[src/rtl/cmd_arbiter_if.sv]
// rtl/cmd_arbiter_if.sv - request, command and status signals of cmd_arbiter
interface cmd_arbiter_if;
    logic [7:0] req0_cmd;
    logic       req0_vld;
    logic       req0_ack;
    logic [7:0] req1_cmd;
    logic       req1_vld;
    logic       req1_ack;
    logic [7:0] cmd;
    logic       cmd_rdy;
    logic       clr_cmd_rdy;
    logic       src;
    logic       timeout;

    modport master (
        input  req0_cmd, req0_vld, req1_cmd, req1_vld, clr_cmd_rdy,
        output req0_ack, req1_ack, cmd, cmd_rdy, src, timeout
    );

    modport slave (
        output req0_cmd, req0_vld, req1_cmd, req1_vld, clr_cmd_rdy,
        input  req0_ack, req1_ack, cmd, cmd_rdy, src, timeout
    );
endinterface

[src/rtl/cmd_arbiter.sv]
// rtl/cmd_arbiter.sv - two-source command arbiter, round-robin with STOP priority and watchdog
module cmd_arbiter #(
    parameter  int TO_CYCLES = 50000,
    localparam int CNT_W     = $clog2(TO_CYCLES)
) (
    input  logic          clk,
    input  logic          rst,
    cmd_arbiter_if.master bus
);
    typedef enum logic [1:0] {IDLE, PRESENT, ACK} state_t;

    state_t           state, state_nxt;
    logic [CNT_W-1:0] cnt, cnt_nxt;
    logic [7:0]       cmd_nxt;
    logic             src_nxt;
    logic             rr_ptr, rr_nxt;
    logic             to_flag, to_nxt;
    logic             gnt_sel;
    logic             stop0, stop1;

    assign stop0 = (bus.req0_cmd[7:6] == 2'b00);
    assign stop1 = (bus.req1_cmd[7:6] == 2'b00);

    // A lone requester wins outright; a lone STOP wins a contest; otherwise take turns.
    always_comb begin
        gnt_sel = rr_ptr;
        if (bus.req0_vld != bus.req1_vld) begin
            gnt_sel = bus.req1_vld;
        end else if (stop0 != stop1) begin
            gnt_sel = stop1;
        end
    end

    always_comb begin
        state_nxt = state;
        cnt_nxt   = cnt;
        cmd_nxt   = bus.cmd;
        src_nxt   = bus.src;
        rr_nxt    = rr_ptr;
        to_nxt    = to_flag;
        unique case (state)
            IDLE: begin
                if (bus.req0_vld || bus.req1_vld) begin
                    state_nxt = PRESENT;
                    cmd_nxt   = gnt_sel ? bus.req1_cmd : bus.req0_cmd;
                    src_nxt   = gnt_sel;
                    cnt_nxt   = '0;
                end
            end
            PRESENT: begin
                if (bus.clr_cmd_rdy) begin
                    state_nxt = ACK;
                    to_nxt    = 1'b0;
                end else if (cnt == CNT_W'(TO_CYCLES - 1)) begin
                    state_nxt = ACK;
                    to_nxt    = 1'b1;
                end else begin
                    cnt_nxt = cnt + CNT_W'(1);
                end
            end
            ACK: begin
                state_nxt = IDLE;
                rr_nxt    = ~bus.src;
            end
            default: state_nxt = IDLE;
        endcase
    end

    // Outputs are decoded from the next state so every one of them leaves a flop.
    always_ff @(posedge clk or posedge rst) begin
        if (rst) begin
            state        <= IDLE;
            cnt          <= '0;
            rr_ptr       <= 1'b0;
            to_flag      <= 1'b0;
            bus.cmd      <= 8'h00;
            bus.src      <= 1'b0;
            bus.cmd_rdy  <= 1'b0;
            bus.req0_ack <= 1'b0;
            bus.req1_ack <= 1'b0;
            bus.timeout  <= 1'b0;
        end else begin
            state        <= state_nxt;
            cnt          <= cnt_nxt;
            rr_ptr       <= rr_nxt;
            to_flag      <= to_nxt;
            bus.cmd      <= cmd_nxt;
            bus.src      <= src_nxt;
            bus.cmd_rdy  <= (state_nxt == PRESENT);
            bus.req0_ack <= (state_nxt == ACK) && !src_nxt;
            bus.req1_ack <= (state_nxt == ACK) && src_nxt;
            bus.timeout  <= (state_nxt == ACK) && to_nxt;
        end
    end
endmodule
[src/flat_wrapper.sv]
// flat-port wrapper written by rule: the top's interface ports become plain ports
module cmd_arbiter_flat 
#(
    parameter  int TO_CYCLES = 50000,
    localparam int CNT_W     = $clog2(TO_CYCLES)
)
  (clk, rst, bus_req0_cmd, bus_req0_vld, bus_req1_cmd, bus_req1_vld, bus_clr_cmd_rdy, bus_req0_ack, bus_req1_ack, bus_cmd, bus_cmd_rdy, bus_src, bus_timeout);
  cmd_arbiter_if bus_i ();
  input  logic clk;
  input  logic rst;
  input wire logic [$bits(bus_i.req0_cmd)-1:0] bus_req0_cmd;
  input wire logic [$bits(bus_i.req0_vld)-1:0] bus_req0_vld;
  input wire logic [$bits(bus_i.req1_cmd)-1:0] bus_req1_cmd;
  input wire logic [$bits(bus_i.req1_vld)-1:0] bus_req1_vld;
  input wire logic [$bits(bus_i.clr_cmd_rdy)-1:0] bus_clr_cmd_rdy;
  output wire logic [$bits(bus_i.req0_ack)-1:0] bus_req0_ack;
  output wire logic [$bits(bus_i.req1_ack)-1:0] bus_req1_ack;
  output wire logic [$bits(bus_i.cmd)-1:0] bus_cmd;
  output wire logic [$bits(bus_i.cmd_rdy)-1:0] bus_cmd_rdy;
  output wire logic [$bits(bus_i.src)-1:0] bus_src;
  output wire logic [$bits(bus_i.timeout)-1:0] bus_timeout;
  assign bus_i.req0_cmd = bus_req0_cmd;
  assign bus_i.req0_vld = bus_req0_vld;
  assign bus_i.req1_cmd = bus_req1_cmd;
  assign bus_i.req1_vld = bus_req1_vld;
  assign bus_i.clr_cmd_rdy = bus_clr_cmd_rdy;
  assign bus_req0_ack = bus_i.req0_ack;
  assign bus_req1_ack = bus_i.req1_ack;
  assign bus_cmd = bus_i.cmd;
  assign bus_cmd_rdy = bus_i.cmd_rdy;
  assign bus_src = bus_i.src;
  assign bus_timeout = bus_i.timeout;
  cmd_arbiter #(.TO_CYCLES(TO_CYCLES)) u_core (.clk(clk), .rst(rst), .bus(bus_i));
endmodule
[config.mk]
export PLATFORM = sky130hd
export DESIGN_NAME = cmd_arbiter_flat
export DESIGN_NICKNAME = d
export VERILOG_FILES = /design/src/rtl/cmd_arbiter_if.sv /design/src/rtl/cmd_arbiter.sv /design/src/flat_wrapper.sv
export SDC_FILE = /design/constraint.sdc
export NUM_CORES = 1
export LEC_CHECK = 0
export BUFFER_PORTS_ARGS = -buffer_cell sky130_fd_sc_hd__buf_2
export CORE_MARGIN = 2
export CORE_UTILIZATION = 45
export CTS_CLUSTER_SIZE = 8
export DETAILED_ROUTE_END_ITERATION = 12
export GPL_ROUTABILITY_DRIVEN = 0
export PLACE_DENSITY_LB_ADDON = 0.05
export SLEW_MARGIN = 20
export SYNTH_ARGS = -nofsm -noshare
export SYNTH_HDL_FRONTEND = slang
export SYNTH_SLANG_ARGS = --single-unit
[constraint.sdc]
create_clock -name clk -period 4.5 [get_ports clk]
set_input_delay 0.225 -clock clk [delete_from_list [all_inputs] [get_ports clk]]
set_output_delay 0.225 -clock clk [all_outputs]
set_load 0.005 [all_outputs]
**After elaboration in Yosys (flattened, before gate mapping)**

Cells that the tools add are included.

- Add/subtract/negate cells: 1
- Equality and inequality tests: 10
- Mux-type cells: 16
- Bitwise operators: 1
- Reductions and logical operators: 11

Operator list:

| operator | number |
|---|---|
| 16-bit 2-to-1 mux | 3 |
| 16-bit case mux with 2 select lines | 1 |
| 16-bit by 1-bit adder with 16-bit output, second input constant | 1 |
| 16-bit equality test, second input constant | 1 |
| 8-bit 2-to-1 mux | 1 |
| 1-bit 2-to-1 mux | 7 |
| 2-bit zero test | 3 |
| 2-bit 2-to-1 mux | 3 |
| 2-bit by 1-bit equality test with 1-bit output, second input constant | 2 |
| 2-bit equality test, second input constant | 2 |
| 2-bit inequality test, second input constant | 2 |
| 2-bit case mux with 2 select lines | 1 |
| 4-bit AND reduction | 1 |
| 1-bit logical AND | 3 |
| 1-bit inequality test | 2 |
| 2-bit by 1-bit inequality test with 1-bit output, second input constant | 1 |
| 2-bit AND reduction | 1 |
| 2-bit nonzero test | 1 |
| 1-bit zero test | 1 |
| 1-bit logical OR | 1 |
| 1-bit inverter | 1 |

- Bits in registers: 33
- Input port bits: 21
- Word-level logic and storage cells: 49

**Longest topological paths before layout**

Gate-level depths: netlist of run 1.

- Depth in word-level cells: 8
- Depth in mapped cells: 7
- Mapped depth without buffers: 7

**Least setup slack after synthesis of run 1**

No wires, ideal clock.

- Path kind: reg2reg
- From: reg u_core.cnt[0]
- To: reg u_core.cnt[0]
- Arrival: 1,680 ps
- Path slack: 2,692 ps
- Stages on the path, launching flop included: 7
- Cell sequence: dfrtp_1 ha_1 and3_1 and3_1 buf_2 a21oi_4 mux2_1

- Word-level cells in the longest chain between the ends: 4

Ends and longest elaborated chain:

| what | RTL line | text |
|---|---|---|
| start, declared | cmd_arbiter.sv:13 | `logic [CNT_W-1:0] cnt, cnt_nxt;` |
| start signal, assigned | cmd_arbiter.sv:84 | `cnt <= cnt_nxt;` |
| 16-bit by 1-bit adder with 16-bit output | cmd_arbiter.sv:58 | `cnt_nxt = cnt + CNT_W'(1);` |
| 16-bit 2-to-1 mux | cmd_arbiter.sv:54 | `end else if (cnt == CNT_W'(TO_CYCLES - 1)) begin` |
| 16-bit 2-to-1 mux | cmd_arbiter.sv:51 | `if (bus.clr_cmd_rdy) begin` |
| 16-bit case mux with 2 select lines | cmd_arbiter.sv:41 | `unique case (state)` |

Several ways; a longest one is shown, not always the timed one. The select of a mux whose other input is x is not followed.
A chain may end at the register's enable or synchronous reset.

**Final worst setup path of run 1**

Ends and elaborated chain as after synthesis.

==> flow_summary_export.csv, run 1 <==
group,metric,value,unit
power_and_ir_drop,power.density,430,nW/µm²
power_and_ir_drop,p_clk_share,26.4,%
timing,finalCritPeriodShare,42.9,%
synthesis,mappedNetlistArea,1650,µm²
cts,cts_buffers,5,
synthesis,synth_largest_area_cell,"dfrtp_1",
synthesis,yosys_register_bits,32,
place,dpl.hpwl,2180,µm
route,routed_via_density,5.04,
setup_path,endpoint_kind,"flop",
synthesis,synthTopCellsByCount,"32 x dfrtp_1, 19 x nand2_1, 16 x nor2_1, 9 x mux2i_1, 9 x o21ai_2",
floorplan,die_h,64.6,µm
timing,finalCriticalPeriod,1.93,ns
cts,root_buffer,"clkbuf_8",
global_route,grt-ovfl-total,0,
synthesis,syn_nets,184,
timing,hold_violations,0,
floorplan,core,3610,µm²
synthesis,synth_xor_area_share,4.24,%
job,maxCapViolCount,0,
cts,cts_hold_buf,0,
global_route,grt_pass1_wl,5320,µm
route,met2_length,1440,µm
synthesis,syn_inst,161,
setup_path,critical_path_required,4.66,ns
timing,hold-worst-slack,0.0144,ns
power_and_ir_drop,power.total,844,µW
timing,slew-limit-headroom,33.9,%
global_route,antenna_found_initial,0,
synthesis,synthFlopType,"dfrtp_1",
power_and_ir_drop,p_switching,268,µW
outcome,status,"finished clean",
route,wl_met1,1400,µm
synthesis,synth_compound_area_share,10.1,%
timing,rsz0062_at_grt,"false",
synthesis,yosys_warnings,0,
synthesis,synth.distinct_cells,40,
route,ant_nets,0,
cts,htree_levels,2,
cts,clkSinkCount,32,
synthesis,synth_edf_count,0,
cts,path_clk_slew,0.06,ns
floorplan,die_x,64.6,µm
floorplan,ioPinCount,34,
power_and_ir_drop,switching_share,31.7,%
cts,cts_resized,0,
route,drt_iter0_drc,33,
layout,diodes,0,
synthesis,synth_simple_gate_area_share,23.5,%
setup_path,crit_fanout,8,
min_path,worstHoldPathType,"in2async",
timing,setup_tns,0,ns
cts,clk_latency,0.28,ns
floorplan,start_util,45.8,%
power_and_ir_drop,pwr-share-comb,27.8,%
layout,layout.nets,221,
layout,final_layout_size_suffix_gt1_share,29.1,%
power_and_ir_drop,p_seq_share,45.8,%
setup_path,startpoint_type,"flop",
synthesis,synth.most_common_cell,"dfrtp_1",
synthesis,synth-seq-area-share,48.4,%
setup_path,path_class,"reg2reg",
synthesis,yosys-top-cells-area,"dfrtp_1 48%, mux2i_1 5.5%, o21ai_2 4.8%",
power_and_ir_drop,intPower,576,µW
timing,worst_pin_slew,0.992,ns
synthesis,muxShareOfSynthArea,8.40,%
route,post_drt_wl_per_cell,12.5,µm
cts,clockBufferDepth,2,
cts,cts_tree,"yes",
floorplan,rows,22,
cts,cts_setup_buffers,0,
synthesis,synth-async-reset-ratio,100,%
global_route,grt_max_degree,33,
route,first_pass_iters,4,
route,drc,0,
power_and_ir_drop,irDropWorstVdd,0.272,mV
global_route,grt_pass1_vias,1189,
timing,slew_viol_final,0,
synthesis,synthDominantCellAreaShare,48.4,%
global_route,grt.total_usage,16.7,%
floorplan,dieArea,4170,µm²
timing,setup_viol,0,
setup_path,crit_arrival,2.09,ns
route,dr.max_layer_used,"met4",
power_and_ir_drop,p_leak,0.000967,µW
place,port_buffers,33,
layout,synthToLayoutAreaGrowth,18.7,%
route,vias,1246,
synthesis,synth_top_family_by_area,"simple AND/OR/NAND/NOR gates",
synthesis,synthAdderAreaFrac,2.20,%
route,routed_wl,3080,µm
route,met3_wirelength,177,µm
synthesis,syn_area_per_cell,10.3,µm²
timing,fmax,0.518,GHz
timing,worst_clock_skew,0.00416,ns
[cells by family after synthesis]
kind of cell	count (synthesis)
AO/OA/AOI/OAI	21
XOR/XNOR	8
adder cells (fa/ha/maj)	3
buffers and inverters	13
flip-flops	32
multiplexers	12
AND/OR/NAND/NOR	72
[flip-flops by register name, summed over array words and instances (netlist names)]
register,cells
u_core.bus.src,1
u_core.bus.cmd,8
u_core.bus.req1_ack,1
u_core.state,2
u_core.bus.cmd_rdy,1
u_core.cnt,16
u_core.bus.timeout,1
u_core.rr_ptr,1
u_core.bus.req0_ack,1
[per-layer routing]
layer / GRT usage (%) / vias up
li1: - / 635
met1: 21.6 / 573
met2: 25.9 / 31
met3: 5.21 / 7
met4: 7.18 / 0
met5: 0 / -
[power by group through the flow]
stage          sequential, µW  clock, µW  combinational [µW]
6_report                  387        223                 234
5_1_grt                   397        246                 261
4_1_cts                   387        235                 239
3_5_place_dp              391          0                 238
3_3_place_gp              389          0                 233
2_1_floorplan             389          0                 157
[worst paths after layout]
| kind | start | slack [ns] | endpoint | cells past startpoint |
|---|---|---|---|---|
| max | u_core.cnt[0]$_DFFE_PP0P_ | 2.57 | u_core.cnt[0]$_DFFE_PP0P_ | 5 |
| max reg2reg | u_core.cnt[0]$_DFFE_PP0P_ | 2.57 | u_core.cnt[0]$_DFFE_PP0P_ | 5 |
| max in group asynchronous | rst | 4.20 | u_core.bus.req0_ack$_DFF_PP0_ | 3 |
| min reg2reg | u_core.bus.cmd[2]$_DFFE_PP0P_ | 0.47 | u_core.bus.cmd[2]$_DFFE_PP0P_ | 2 |
| min | rst | 0.01 | u_core.cnt[9]$_DFFE_PP0P_ | 3 |
| min in group clk | bus_req1_cmd[2] | 0.21 | u_core.bus.cmd[2]$_DFFE_PP0P_ | 3 |
[cell type report]
class | instances | area [µm²]
flip-flops and latches | 32 | 801
inverters | 8 | 30.0
clock buffers | 8 | 90.1
repair buffers | 35 | 180
multi-input cells | 116 | 801
well taps | 48 | 60.1
fillers | 326 | 1640
[cell usage in the layout (no fill, tap or decap), types with 6 or more instances in the layout]
| cell | count |
|---|---|
| clkbuf_8 | 6 |
| nand4_1 | 7 |
| dfrtp_1 | 32 |
| mux2i_1 | 9 |
| inv_1 | 8 |
| nor2_1 | 16 |
| buf_2 | 33 |
| nand3_1 | 6 |
| nand2_1 | 19 |
| o21ai_2 | 9 |
[stage by stage]
stage	instances	setup WS [ns]	util, %	instance area [µm²]
after floorplan	161	2.69	-	1650
after global placement	239	2.59	51.9	1870
after detailed placement	239	2.54	51.9	1870
after CTS	247	2.58	54.4	1960
after global routing	247	2.47	54.4	1960
final	247	2.57	54.4	1960
[critical path, cell delays in order, from the launching register on]
cell and delay (ns):
dfrtp_1 0.40, ha_1 0.29, and3_1 0.23, and3_1 0.27, a21oi_4 0.27, mux2_1 0.35
No activity file was read; power rests on OpenSTA's default activity.
==> run 2, diff against run 1 <==
- ABC_AREA: not set -> 1
- clock period: 4.5 -> 1.7 ns (I/O delays scaled with it)
==> run 2 against run 1 <==
Register-to-register slack got worse by 2.4 ns. Critical path depth increased by 3. Final cell count rose by 46%. Clock skew rose by 0.0023 ns. Area after synthesis increased by 17%. Sequential power rose to 2.7 times the previous value. Wire length rose by 37%. Utilization rose by 4.0 points. Hold slack gained 0.060 ns. Non-clock buffer count increased by 14. First-iteration DRC count increased to 3.0 times the previous value. Largest cell class is now multi-input gates.
==> flow_summary_export.csv, run 2 <==
group,metric,value,unit
synthesis,synth_simple_gate_area_share,38.2,%
cts,cts_tree,"yes",
setup_path,slowest_delay,0.40,ns
place,dpl.hpwl,3210,µm
power_and_ir_drop,p_leak,0.00124,µW
layout,layout.nets,333,
setup_path,critical_path_required,1.93,ns
timing,slew_viol_final,0,
synthesis,synthFlopType,"dfrtp_1",
synthesis,synth_largest_area_cell,"dfrtp_1",
synthesis,synth_xor_area_share,0.904,%
cts,clockBufferDepth,2,
global_route,grt_max_degree,34,
route,drc,0,
cts,path_clk_slew,0.07,ns
layout,synthToLayoutAreaGrowth,22.4,%
route,routed_via_density,4.85,
min_path,worstHoldPathType,"in2reg",
timing,setup_viol,0,
synthesis,syn_inst,258,
power_and_ir_drop,power.density,1200,nW/µm²
setup_path,crit_arrival,1.79,ns
route,routed_wl,4230,µm
setup_path,startpoint_type,"flop",
place,port_buffers,33,
timing,setup_tns,0,ns
place,postPlaceCellArea,2260,µm²
floorplan,core,4060,µm²
global_route,grt_pass1_wl,7180,µm
floorplan,dieArea,4840,µm²
timing,finalCritPeriodShare,91.8,%
synthesis,synth-seq-area-share,42.6,%
cts,clkSinkCount,33,
setup_path,path_buf_inv,1,
synthesis,yosys_warnings,0,
route,met3_wirelength,252,µm
synthesis,synth_compound_area_share,9.24,%
route,met2_length,1870,µm
synthesis,synth-async-reset-ratio,100,%
timing,fmax,0.641,GHz
setup_path,endpoint_kind,"flop",
layout,final_common_cell,"nand2_1",
setup_path,crit_fanout,4,
route,ant_nets,0,
setup_path,crit_top_cell,"nand3_1",
timing,worst_pin_slew,0.424,ns
synthesis,mappedNetlistArea,1940,µm²
place,dp_cells,352,
timing,worst_clock_skew,0.00651,ns
cts,htree_levels,2,
timing,slew-limit-headroom,71.8,%
cts,cts_setup_buffers,0,
route,drt_iter0_drc,100,
synthesis,syn_nets,281,
synthesis,syn_area_per_cell,7.51,µm²
layout,fin_area,2370,µm²
global_route,grt-ovfl-total,0,
setup_path,cp_top_family,"simple AND/OR/NAND/NOR gates",
synthesis,synthDominantCellAreaShare,42.6,%
route,post_drt_wl_per_cell,11.7,µm
timing,hold_violations,0,
synthesis,synthTopCellsByCount,"88 x nand2_1, 33 x dfrtp_1, 30 x nand3_1, 25 x inv_1, 22 x nor2_1",
global_route,antenna_found_initial,0,
route,dr.max_layer_used,"met4",
layout,layout_common_cells,"88 x nand2_1, 33 x buf_2, 33 x dfrtp_1",
layout,final_cells,361,
floorplan,start_util,47.7,%
layout,regMostFlops,"u_core.cnt",
route,vias,1751,
power_and_ir_drop,irDropWorstVdd,0.703,mV
global_route,grt_pass1_vias,1563,
synthesis,synth_top_family_by_area,"simple AND/OR/NAND/NOR gates",
global_route,grt.total_usage,18.7,%
floorplan,ioPinCount,34,
synthesis,yosys_register_bits,33,
outcome,status,"finished clean",
synthesis,yosys-top-cells-area,"dfrtp_1 43%, nand2_1 17%, nand3_1 7.8%",
timing,hold-worst-slack,0.0744,ns
setup_path,path_class,"reg2reg",
setup_path,critPathSlowestCell,"dfrtp_1",
synthesis,synth_edf_count,0,
setup_path,crit_chain,"ha_1 > nand3_1 > buf_4 > nor2_1 > nand3_1 > nand2_1 > nand3_1 > o21ai_2",
layout,largest_register_ffs,16,
synthesis,muxShareOfSynthArea,0,%
synthesis,synthAdderAreaFrac,1.29,%
synthesis,synth.most_common_cell,"nand2_1",
timing,rsz0062_at_grt,"false",
layout,reg_top3,"u_core.cnt x16, u_core.bus.cmd x8, u_core.state x2",
timing,finalCriticalPeriod,1.56,ns
floorplan,die_x,69.6,µm
route,wl_met1,2050,µm
floorplan,rows,23,
job,maxCapViolCount,0,
cts,clk_latency,0.29,ns
route,first_pass_iters,4,
cts,root_buffer,"clkbuf_8",
synthesis,synth.distinct_cells,27,
floorplan,die_h,69.6,µm
cts,cts_buffers,5,
layout,final_layout_size_suffix_gt1_share,28.6,%
layout,diodes,0,
==> run 2: changes by cell type after synthesis, sizes merged, moves of 4 or more <==
| cell | delta |
|---|---|
| mux2i | -10 |
| or3 | -4 |
| inv | +21 |
| nand3 | +25 |
| o21ai | +7 |
| and3 | -4 |
| nor2 | +8 |
| nand2 | +77 |
==> run 2: cells by family after synthesis <==
group,count (synthesis)
compound gates,24
fa+ha+maj,2
flops,33
xor+xnor,2
simple gates,164
buf+inv,33
==> run 2: metrics by stage <==
stage               total power [µW]  utilization, %  worst slack, ns
finish                          2850            58.4            0.139
global route                    3090            58.4          0.00555
CTS                             2870            58.2            0.138
detailed placement              2270            55.8            0.163
global placement                2260            55.8            0.191
floorplan                       1850               -            0.293
==> run 2: worst paths after layout <==
path	slack, ns	from	to	depth (start not counted)
worst min-delay path	0.07	bus_req1_cmd[1]	u_core.bus.cmd[1]$_DFFE_PP0P_	5
worst max register to register	0.14	u_core.cnt[1]$_DFFE_PP0P_	u_core.cnt[14]$_DFFE_PP0P_	8
worst max-delay path	0.14	u_core.cnt[1]$_DFFE_PP0P_	u_core.cnt[14]$_DFFE_PP0P_	8
max in group asynchronous	0.96	rst	u_core.bus.cmd[6]$_DFFE_PP0P_	4
worst min register to register	0.47	u_core.bus.cmd[4]$_DFFE_PP0P_	u_core.bus.cmd[4]$_DFFE_PP0P_	2
min in group asynchronous	0.43	rst	u_core.cnt[3]$_DFFE_PP0P_	4
==> run 2: power breakdown <==
| part | internal (µW) | switching [µW] |
|---|---|---|
| Combinational | 491 | 710 |
| Sequential | 966 | 94.5 |
| Clock | 282 | 307 |
==> run 2: tightest hold or removal path: stages <==
cell and delay (ns):
buf_2 0.07, nand2_1 0.04, nand2_1 0.05, nand2_1 0.04, nand2_1 0.05
==> run 2: area by class of cell <==
type	count	area, µm²
clock buffers	5	68.8
clock inverters	3	17.5
fillers	399	1690
inverters	29	111
multi-input cells	192	971
flip-flops and latches	33	826
well taps	50	62.6
repair buffers	49	313
==> run 2: repair_timing <==
item	in CTS	in global routing
hold endpoints to repair	33	0
resized for setup	0	1
endpoints found under the setup margin	0	1
hold buffers	1	0
==> run 2: per-layer routing <==
metal / GRT usage (%) / vias to the layer above
met5: 0 / -
met4: 5.45 / 0
met3: 7.12 / 7
met2: 26.7 / 45
met1: 26.2 / 773
li1: - / 926
==> run 3, diff against run 2 <==
- CORE_UTILIZATION: 45 -> 50
==> run 3 against run 2 <==
Hold slack got worse by 0.0058 ns. First-iteration DRC count increased by 4.0%. Clock power increased by 29%. Largest cell class unchanged.
==> flow_summary_export.csv, run 3 (synthesis results as in run 2) <==
group,metric,value,unit
route,routed_wl,4220,µm
setup_path,cp-startpoint,"u_core.cnt[1]$_DFFE_PP0P_",
power_and_ir_drop,p_leak,0.00123,µW
timing,worst_clock_skew,0.00596,ns
layout,synthToLayoutAreaGrowth,21.7,%
floorplan,dieArea,4390,µm²
setup_path,regToRegSetupSlack,0.19,ns
timing,slew_viol_final,0,
global_route,grt_max_degree,34,
floorplan,die_x,66.2,µm
setup_path,crit_arrival,1.74,ns
place,postPlaceCellArea,2220,µm²
floorplan,ioPinCount,34,
setup_path,crit_fanout,17,
setup_path,critPathSlowestCell,"dfrtp_1",
min_path,worstHoldPathType,"in2reg",
floorplan,start_util,52.5,%
power_and_ir_drop,intPower,1870,µW
cts,cts_tree,"yes",
min_path,hold_start,"bus_req1_cmd[0]",
job,maxCapViolCount,0,
setup_path,crit_chain,"ha_1 > nand3_2 > nor2_2 > nand3_2 > nand2_4 > buf_12 > nand2_1 > o21ai_1",
route,routed_via_density,5.03,
layout,layout_common_cells,"88 x nand2_1, 33 x buf_2, 33 x dfrtp_1",
floorplan,core,3690,µm²
timing,setup_viol,0,
cts,cts_buffers,5,
cts,htree_levels,2,
cts,clk_latency,0.30,ns
route,vias,1780,
route,ant_nets,0,
layout,largest_register_ffs,16,
timing,finalCriticalPeriod,1.51,ns
outcome,status,"finished clean",
route,drt_iter0_drc,104,
power_and_ir_drop,p_switching,1140,µW
setup_path,r2r_cells,8,
setup_path,r2r-end,"u_core.cnt[12]$_DFFE_PP0P_",
global_route,grt.total_usage,22.3,%
layout,final_common_cell,"nand2_1",
global_route,grt-ovfl-total,0,
global_route,grt_pass1_vias,1678,
route,post_drt_wl_per_cell,11.9,µm
timing,setup_tns,0,ns
power_and_ir_drop,switching_share,37.8,%
global_route,grt_pass1_wl,7420,µm
route,drc,0,
timing,fmax,0.663,GHz
timing,rsz0062_at_grt,"false",
cts,path_clk_slew,0.08,ns
route,first_pass_iters,4,
layout,final_layout_size_suffix_gt1_share,28.1,%
layout,diodes,0,
timing,slew-limit-headroom,73.1,%
floorplan,rows,22,
power_and_ir_drop,irDropWorstVdd,0.975,mV
setup_path,endpoint,"u_core.cnt[12]$_DFFE_PP0P_",
layout,regMostFlops,"u_core.cnt",
setup_path,r2r-start,"u_core.cnt[1]$_DFFE_PP0P_",
layout,fin_area,2360,µm²
cts,root_buffer,"clkbuf_8",
place,dpl.hpwl,3080,µm
global_route,antenna_found_initial,0,
setup_path,critical_path_required,1.93,ns
timing,worst_pin_slew,0.404,ns
timing,finalCritPeriodShare,88.7,%
setup_path,path_class,"reg2reg",
power_and_ir_drop,p_seq_share,35.4,%
power_and_ir_drop,pwr-share-comb,39.3,%
setup_path,slowest_delay,0.39,ns
cts,clockBufferDepth,2,
layout,reg_top3,"u_core.cnt x16, u_core.bus.cmd x8, u_core.state x2",
setup_path,endpoint_kind,"flop",
setup_path,crit_top_cell,"nand3_2",
power_and_ir_drop,power.density,1270,nW/µm²
cts,clkSinkCount,33,
floorplan,die_h,66.2,µm
layout,num-fill-cells,355,
cts,cts_setup_buffers,0,
layout,layout.nets,328,
place,port_buffers,33,
setup_path,startpoint_type,"flop",
power_and_ir_drop,p_clk_share,25.3,%
timing,hold_violations,0,
==> run 3: worst min-delay path by stage <==
stage	endpoint	slack, ns	cells past startpoint
2_1_floorplan	u_core.bus.cmd[0]$_DFFE_PP0P_	0.21	1
3_3_place_gp	u_core.bus.req0_ack$_DFF_PP0_	0.19	3
3_5_place_dp	u_core.bus.req0_ack$_DFF_PP0_	0.20	3
4_1_cts	u_core.bus.cmd[0]$_DFFE_PP0P_	0.07	5
5_1_grt	u_core.bus.cmd[1]$_DFFE_PP0P_	0.09	5
6_report	u_core.bus.cmd[0]$_DFFE_PP0P_	0.07	5
==> run 3: what timing repair did <==
action,in CTS,in global routing
resized for setup,0,2
endpoints found under the setup margin,0,6
hold buffers,1,0
hold endpoints to repair,33,0
==> run 3: critical path: cells and delay by family (launching register included) <==
kind                       cells  cell delay (ns)
AOI/OAI and AO/OA              1             0.07
DFF                            1             0.39
adders and majority gates      1             0.21
and+or+nand+nor                5             0.62
buffers and inverters          1             0.16
==> run 3: cell type report <==
type	count	area (µm²)	share of cell area (%)
clock buffers	5	68.8	2.92
clock inverters	3	46.3	1.96
inverters	29	111	4.72
multi-input cells	192	970	41.1
flip-flops and latches	33	826	35.0
well taps	48	60.1	2.55
repair buffers	44	275	11.7
==> run 3: stage by stage <==
step | setup WS, ns | power, µW | hold WS (ns) | std cells | util, %
6_report | 0.191 | 3000 | 0.0687 | 354 | 63.9
5_1_grt | 0.0271 | 3210 | 0.0867 | 354 | 63.9
4_1_cts | 0.135 | 3030 | 0.0653 | 354 | 63.7
3_5_place_dp | 0.156 | 2270 | 0.199 | 345 | 60.3
3_3_place_gp | 0.258 | 2240 | 0.194 | 345 | 60.3
2_1_floorplan | 0.293 | 1850 | 0.214 | 258 | -
==> run 3: power by group through the flow <==
stage / sequential (µW) / combinational (µW) / clock, µW
floorplan: 1090 / 760 / 0
global placement: 1070 / 1170 / 0
detailed placement: 1080 / 1190 / 0
CTS: 1070 / 1190 / 768
global route: 1090 / 1310 / 805
finish: 1060 / 1180 / 759
==> run 3: metal layers <==
layer | global-route usage (%) | wire length, µm | vias to the layer above
li1 | - | - | 917
met1 | 29.1 | 2070 | 813
met2 | 34.9 | 1850 | 46
met3 | 6.81 | 248 | 4
met4 | 7.65 | 53 | 0
met5 | 0 | 0 | -
